### src/rtl/control_fsm_pkg.sv
// Shared types for the accumulator-CPU instruction sequencer: opcodes, phases
// and the bundled control-strobe vector.
package control_fsm_pkg;

  typedef enum logic [2:0] {
    HLT = 3'd0, SKZ, ADD, AND, XOR, LDA, STO, JMP
  } opcode_t;

  typedef enum logic [2:0] {
    INST_ADDR = 3'd0, INST_FETCH, INST_LOAD, IDLE,
    OP_ADDR, OP_FETCH, ALU_OP, STORE
  } state_t;

  // Field order matches the {mem_rd .. mem_wr} vector used by the datapath team.
  typedef struct packed {
    logic mem_rd;
    logic load_ir;
    logic halt;
    logic inc_pc;
    logic load_ac;
    logic load_pc;
    logic mem_wr;
  } ctrl_t;

  localparam ctrl_t CTRL_NONE = '0;

  function automatic logic is_aluop(input opcode_t op);
    return op inside {ADD, AND, XOR, LDA};
  endfunction

  function automatic state_t next_phase(input state_t s);
    return state_t'(s + 3'd1);
  endfunction

endpackage

### src/rtl/control_decode.sv
// Combinational (phase, opcode, zero) -> control strobe decoder.
module control_decode
  import control_fsm_pkg::*;
(
  input  state_t  state,
  input  opcode_t opcode,
  input  logic    zero,
  output ctrl_t   ctrl
);

  logic aluop;

  always_comb begin
    // NOTE: every strobe gets a default first so no decode path infers a latch.
    ctrl  = CTRL_NONE;
    aluop = is_aluop(opcode);
    case (state)
      INST_ADDR: ctrl = CTRL_NONE;
      INST_FETCH: ctrl.mem_rd = 1'b1;
      INST_LOAD, IDLE: begin
        ctrl.mem_rd  = 1'b1;
        ctrl.load_ir = 1'b1;
      end
      OP_ADDR: begin
        ctrl.inc_pc = 1'b1;
        ctrl.halt   = (opcode == HLT);
      end
      OP_FETCH: ctrl.mem_rd = aluop;
      ALU_OP: begin
        ctrl.mem_rd  = aluop;
        ctrl.load_ac = aluop;
        ctrl.inc_pc  = (opcode == SKZ) && zero;
        ctrl.load_pc = (opcode == JMP);
      end
      STORE: begin
        ctrl.mem_rd  = aluop;
        ctrl.load_ac = aluop;
        ctrl.inc_pc  = (opcode == JMP);
        ctrl.load_pc = (opcode == JMP);
        ctrl.mem_wr  = (opcode == STO);
      end
      default: ctrl = CTRL_NONE;
    endcase
  end

endmodule

### src/rtl/control_fsm.sv
// Eight-phase instruction sequencer for the accumulator CPU.
// Define HALT_STOP_EN to freeze the sequencer in OP_ADDR after a HLT until reset.
module control_fsm
  import control_fsm_pkg::*;
(
  input  logic    clk,
  input  logic    rst_,
  input  opcode_t opcode,
  input  logic    zero,
  output state_t  state,
  output logic    mem_rd,
  output logic    load_ir,
  output logic    halt,
  output logic    inc_pc,
  output logic    load_ac,
  output logic    load_pc,
  output logic    mem_wr
);

  state_t state_q, state_d;
  ctrl_t  dec_ctrl;
  ctrl_t  ctrl;

  control_decode u_decode (
    .state  (state_q),
    .opcode (opcode),
    .zero   (zero),
    .ctrl   (dec_ctrl)
  );

`ifdef HALT_STOP_EN
  logic halted_q, halted_d;

  always_comb begin
    state_d  = next_phase(state_q);
    halted_d = halted_q;
    if (halted_q || (state_q == OP_ADDR && opcode == HLT)) begin
      state_d  = OP_ADDR;
      halted_d = 1'b1;
    end
  end

  always_ff @(posedge clk) begin
    // NOTE: non-blocking so every flop samples pre-edge values together.
    if (rst_) begin
      state_q  <= INST_ADDR;
      halted_q <= 1'b0;
    end else begin
      state_q  <= state_d;
      halted_q <= halted_d;
    end
  end

  // Held cycles keep halt up but must not keep bumping the PC.
  always_comb begin
    ctrl = dec_ctrl;
    if (halted_q) begin
      ctrl      = CTRL_NONE;
      ctrl.halt = 1'b1;
    end
  end
`else
  always_comb begin
    state_d = next_phase(state_q);
  end

  always_ff @(posedge clk) begin
    // NOTE: non-blocking so every flop samples pre-edge values together.
    if (rst_) state_q <= INST_ADDR;
    else      state_q <= state_d;
  end

  always_comb begin
    ctrl = dec_ctrl;
  end
`endif

  assign state   = state_q;
  assign mem_rd  = ctrl.mem_rd;
  assign load_ir = ctrl.load_ir;
  assign halt    = ctrl.halt;
  assign inc_pc  = ctrl.inc_pc;
  assign load_ac = ctrl.load_ac;
  assign load_pc = ctrl.load_pc;
  assign mem_wr  = ctrl.mem_wr;

endmodule

### config.mk
export PLATFORM = sky130hd
export DESIGN_NAME = control_fsm
export DESIGN_NICKNAME = d
export VERILOG_FILES = /design/src/rtl/control_fsm_pkg.sv /design/src/rtl/control_decode.sv /design/src/rtl/control_fsm.sv
export SDC_FILE = /design/constraint.sdc
export NUM_CORES = 1
export LEC_CHECK = 0
export BUFFER_PORTS_ARGS = -buffer_cell sky130_fd_sc_hd__buf_2
export CAP_MARGIN = 10
export CORE_AREA = 4 4 41 43
export CTS_CLUSTER_DIAMETER = 60
export DETAILED_ROUTE_END_ITERATION = 7
export DIE_AREA = 0 0 45 47
export GPL_TIMING_DRIVEN = 0
export PLACE_DENSITY = 0.54
export SLEW_MARGIN = 20
export SYNTH_ARGS = -nofsm -noshare
export SYNTH_HDL_FRONTEND = slang
export SYNTH_SLANG_ARGS = --single-unit
### constraint.sdc
create_clock -name clk -period 2 [get_ports clk]
set_input_delay 0.4 -clock clk [delete_from_list [all_inputs] [get_ports clk]]
set_output_delay 0.4 -clock clk [all_outputs]
set_load 0.03 [all_outputs]
# Word-level counts from Yosys, hierarchy flattened

Index checks and enable logic that the tools add are counted.

Register bits: 3
Input bits: 6
Output and inout port bits: 10
Logic and storage cells: 29

Add/subtract/negate cells: 1
Eq/ne operators: 14
Muxes and demuxes: 6
Reductions and logical operators: 7

Operator list:

| kind                                                 | number |
|---|---|
| equality test 3 bit (second input constant)          | 8 |
| equality test 3 x 2 -> 1 bit (second input constant) | 4 |
| equality test 3 x 1 -> 1 bit (second input constant) | 2 |
| OR reduction 3 bit                                   | 2 |
| nonzero test 4 bit                                   | 1 |
| OR reduction 2 bit                                   | 2 |
| adder 3 x 1 -> 3 bit (second input constant)         | 1 |
| logical NOT 3 bit                                    | 1 |
| two-way mux 1 bit                                    | 3 |
| case mux 1 bit (3 select lines)                      | 1 |
| two-way mux 2 bit                                    | 1 |
| case mux 1 bit (2 select lines)                      | 1 |
| logical AND 1 bit                                    | 1 |

# Logic depth before layout (Yosys ltp)

Depth after elaboration: 3
Mapped depth: 5
Gate-level depth less buffers: 5

# By module

From an unflattened synthesis, not the netlist that was laid out.

Cells, all modules: 24
Area, all modules: 188.9 sq um

Modules (own cells, without submodules):

| module         | instances | cells each | area each (sq um) | sequential area each (sq um) |
|---|---|---|---|---|
| control_fsm    | 1         | 8          | 95.1              | 60.1 |
| control_decode | 1         | 16         | 93.8              | 0.0 |

# Worst setup path after synthesis

No wires, ideal clock.

Path type: register to output
Start: register state_q[0], in the netlist state[0]
End: output halt
Arrival time: 1.659 ns
Required time: 1.600 ns
Setup slack: -0.059 ns
Stages on the path, launching flop included: 5
Buffers on the path: 0
Path through: dfxtp_1 > inv_1 > ha_1 > nand2_1 > nor4_1

Cells in the longest elaborated chain, start to end: 2

Ends and longest elaborated chain:

| what                     | line                 | RTL |
|---|---|---|
| start: declaration       | control_fsm.sv:20    | `state_t state_q, state_d;` |
| start signal: assignment | control_fsm.sv:70    | `else state_q <= state_d;` |
| equality test 3 bit      | control_decode.sv:17 | `case (state)` |
| two-way mux 1 bit        | control_decode.sv:17 |  |
| end: declaration         | control_fsm.sv:13    | `output logic halt,` |

No other way between the ends.

# Final worst setup path

Start: register state_q[1], in the netlist state[1]
End: output mem_rd

Cells in the longest elaborated chain, start to end: 3
Elaborated cells between the ends (all ways): 9
Classes of those cells: eq/ne (6); mux (1); reduce/logical (2)

Ends and longest elaborated chain:

| what                                              | line                 | RTL |
|---|---|---|
| equality test 3 bit, or another cell as far along | control_decode.sv:17 |  |
| OR reduction 3 bit (no line)                      | n/a                  |  |
| case mux 1 bit (2 select lines) *                 | control_decode.sv:17 |  |
| end: declaration                                  | control_fsm.sv:11    | `output logic mem_rd,` |

Mark *: on every way between the ends. The rest lies on a longest branch, timed or not.

==> results.yml <==
floorplanning:
  ios: 16
  core.rowCount: 13
  die_area_sq_mm: 0.00212
  die_width_microns: 45
  core_sq_mm: 0.00130
  die_h_microns: 47
  floorplan.initialDensity_pct: 20.0
clock_network:
  clockBufferDepth: 2
  cts_root_buffer: "clkbuf_4"
  clk_pin_slew_ns: 0.03
  cts_tree: "done"
  clk_latency_ns: 0.23
  clock_sink_count: 3
  ctsHoldBuffers: 0
  cts_made_buffers: 3
  cts.htree.levels: 1
synth:
  synth_cells: 34
  ys_top_cells_by_count: "ha_1, nor2_1, inv_1, dfxtp_1, nand3_1"
  synth_fp_nets: 46
  synthFlopType: "dfxtp_1"
  synth_top_family_by_area: "simple AND/OR/NAND/NOR gates"
  synth_top_cell_by_area: "ha_1"
  muxShareOfSynthArea_pct: 0
  synth-compound-area-share_pct: 9.62
  synth-seq-cells: 3
  syn_area_per_cell_sq_um: 7.65
  async_flop_share_pct: 0
  synth-simple-area-share_pct: 29.3
  synthAdderAreaFrac_pct: 28.8
  synth_area_leaders: "ha_1, dfxtp_1, nor2_1"
  synth.top_cell.area_share_pct: 28.8
  synth_cell_types: 14
  synth_edf_count: 0
  ys_seq_area_share_pct: 23.1
  synth-xor-area-share_pct: 3.37
  ys.warnings.count: 0
  netlist_area_sq_um: 260
global_route:
  grt_pass1_wl_mm: 1.04
  grt_pass1_vias: 256
  overflow: 0
  grtUsageTotal_pct: 6.95
  antenna_found_initial: 0
  grt_max_degree: 8
setup_path:
  start_kind: "flip-flop"
  crit_buf_inv: 2
  worstPathArrival_ns: 1.47
  critPathCaptureType: "output pin"
  critical-path-max-stage-delay_ns: 0.37
  path_delay_family: "adder cells"
  critPathMaxFanout: 4
  slowest_stage: "dfxtp_1"
  r2r_setup_slack_ns: 1.01
  critical_path_required_ns: 1.60
  worst-setup-path-type: "reg2out"
  r2r_start: "state[2]"
  r2r-end: "state[2]"
  r2r_cells: 3
  crit_chain: "ha_1 > ha_2 > inv_1 > o21ai_1 > a21o_1 > buf_2"
sta:
  clock_skew_ns: 0.0000835
  timing.hold.ws_ns: 0.351
  fin_crit_sh_pct: 93.7
  rsz0062_at_grt: "no"
  tightest_slew_ns: 0.250
  timing.fmax_mhz: 534
  fin_setup_tns_ns: 0
  fin_ws_ns: 0.126
  slew-limit-headroom_pct: 83.2
  setup_violations: 0
  hold_violations: 0
  slew_violations: 0
  period_minus_slack_ns: 1.87
routing:
  drtPass1Iterations: 4
  viasPerCell: 4.32
  remaining_drc_errors: 0
  via_count: 298
  ant_nets: 0
  routedWlPerCell_microns: 9.48
  drt_iter0_markers: 5
  drt_wl_total_microns: 654
power_and_ir_drop:
  clockPowerShare_pct: 40.6
  p_seq_share_pct: 28.2
  p_comb_share_pct: 31.1
  ir_drop_uv: 265
  total_leakage_power_nw: 0.211
  internal_power_mw: 0.169
  switching_share_pct: 34.1
  power_switching_mw: 0.0876
  p_per_area_mw_per_mm2: 637
worst_hold_path:
  min_to: "state[2]"
  hold_class: "in2reg"
  min_from: "rst_"
  hold_path_depth: 2
flow_run:
  cap_violations: 0
final_layout:
  areaGrowthSynthToFinish_pct: 54.8
  final_core_util_pct: 31.0
  largest_reg_flops: 3
  final_nets: 67
  diodes: 0
  drive_above_1_share_pct: 42.6
place:
  dp_hpwl_microns: 513
  routabilityCongestion: 0.693
  numPortBuffers: 15
  dp_slack_ns: 0.297
outcome:
  status: "complete, no violations"
==> per-stage QoR <==
| step | instances | power [mW] | area [sq um] |
|---|---|---|---|
| final | 69 | 0.257 | 403 |
| after global routing | 69 | 0.276 | 403 |
| after CTS | 68 | 0.260 | 387 |
| after detailed placement | 64 | 0.150 | 360 |
| after global placement | 64 | 0.150 | 360 |
| after floorplan | 34 | 0.123 | 267 |
==> how the worst max path moves through the flow <==
| stage | from | endpoint | cells past startpoint |
|---|---|---|---|
| finish | state[1] | mem_rd | 6 |
| global route | state[1] | mem_rd | 6 |
| CTS | state[0] | mem_rd | 6 |
| detailed placement | state[0] | inc_pc | 6 |
| global placement | state[0] | inc_pc | 6 |
| floorplan | state[0] | load_ac | 4 |
==> cells by family after synthesis <==
| kind of cell | Yosys count |
|---|---|
| AND/OR/NAND/NOR | 16 |
| adder cells (fa/ha/maj) | 6 |
| AO/OA/AOI/OAI | 4 |
| buffers and inverters | 4 |
| flip-flops | 3 |
| XOR/XNOR | 1 |
==> power groups by stage <==
stage               clock [mW]  combinational, mW  sequential, mW
floorplan                    0             0.0414          0.0814
global placement             0             0.0771          0.0727
detailed placement           0             0.0772          0.0728
CTS                      0.111             0.0775          0.0720
global route             0.114             0.0880          0.0737
finish                   0.104             0.0799          0.0725
==> per-layer routing <==
metal / vias to the layer above / wire length (microns) / global-route usage [%] / share of wire, %
met3: 0 / 75 / 1.53 / 11
li1: 155 / - / - / -
met1: 130 / 324 / 9.07 / 50
met4: 0 / 0 / 7.02 / 0
met5: - / 0 / 0 / 0
met2: 13 / 255 / 9.04 / 39
==> worst reg2reg max path, stage by stage, from the launching register on <==
cell     delay (ns)
dfxtp_1        0.45
inv_1          0.10
ha_1           0.30
nor2_1         0.09
==> timing repair <==
item	in CTS	in global routing
gates resized for setup	0	4
buffers inserted	0	1
setup endpoints to repair	0	2
==> placed cells by master, fill, tap and decap left out, drive strengths merged <==
cell / netlist / final
o21ai: 1 / 1
nand4: 2 / 2
inv: 4 / 4
nand2: 2 / 2
a21oi: 1 / 1
nor2b: 1 / 1
ha: 6 / 6
buf: 0 / 15
a21o: 2 / 2
nor2: 6 / 6
xnor2: 1 / 1
nor4: 1 / 1
or3: 1 / 1
dfxtp: 3 / 3
clkbuf: 0 / 5
nand3: 3 / 3
==> area by class of cell <==
class,instances,area (sq um)
Clock buffer,4,26.3
Sequential cell,3,61.3
Timing Repair Buffer,16,85.1
Fill cell,154,898
Tap cell,15,18.8
Multi-Input combinational cell,27,196
Inverter,4,15.0
Power figures use the tool's default switching activity.
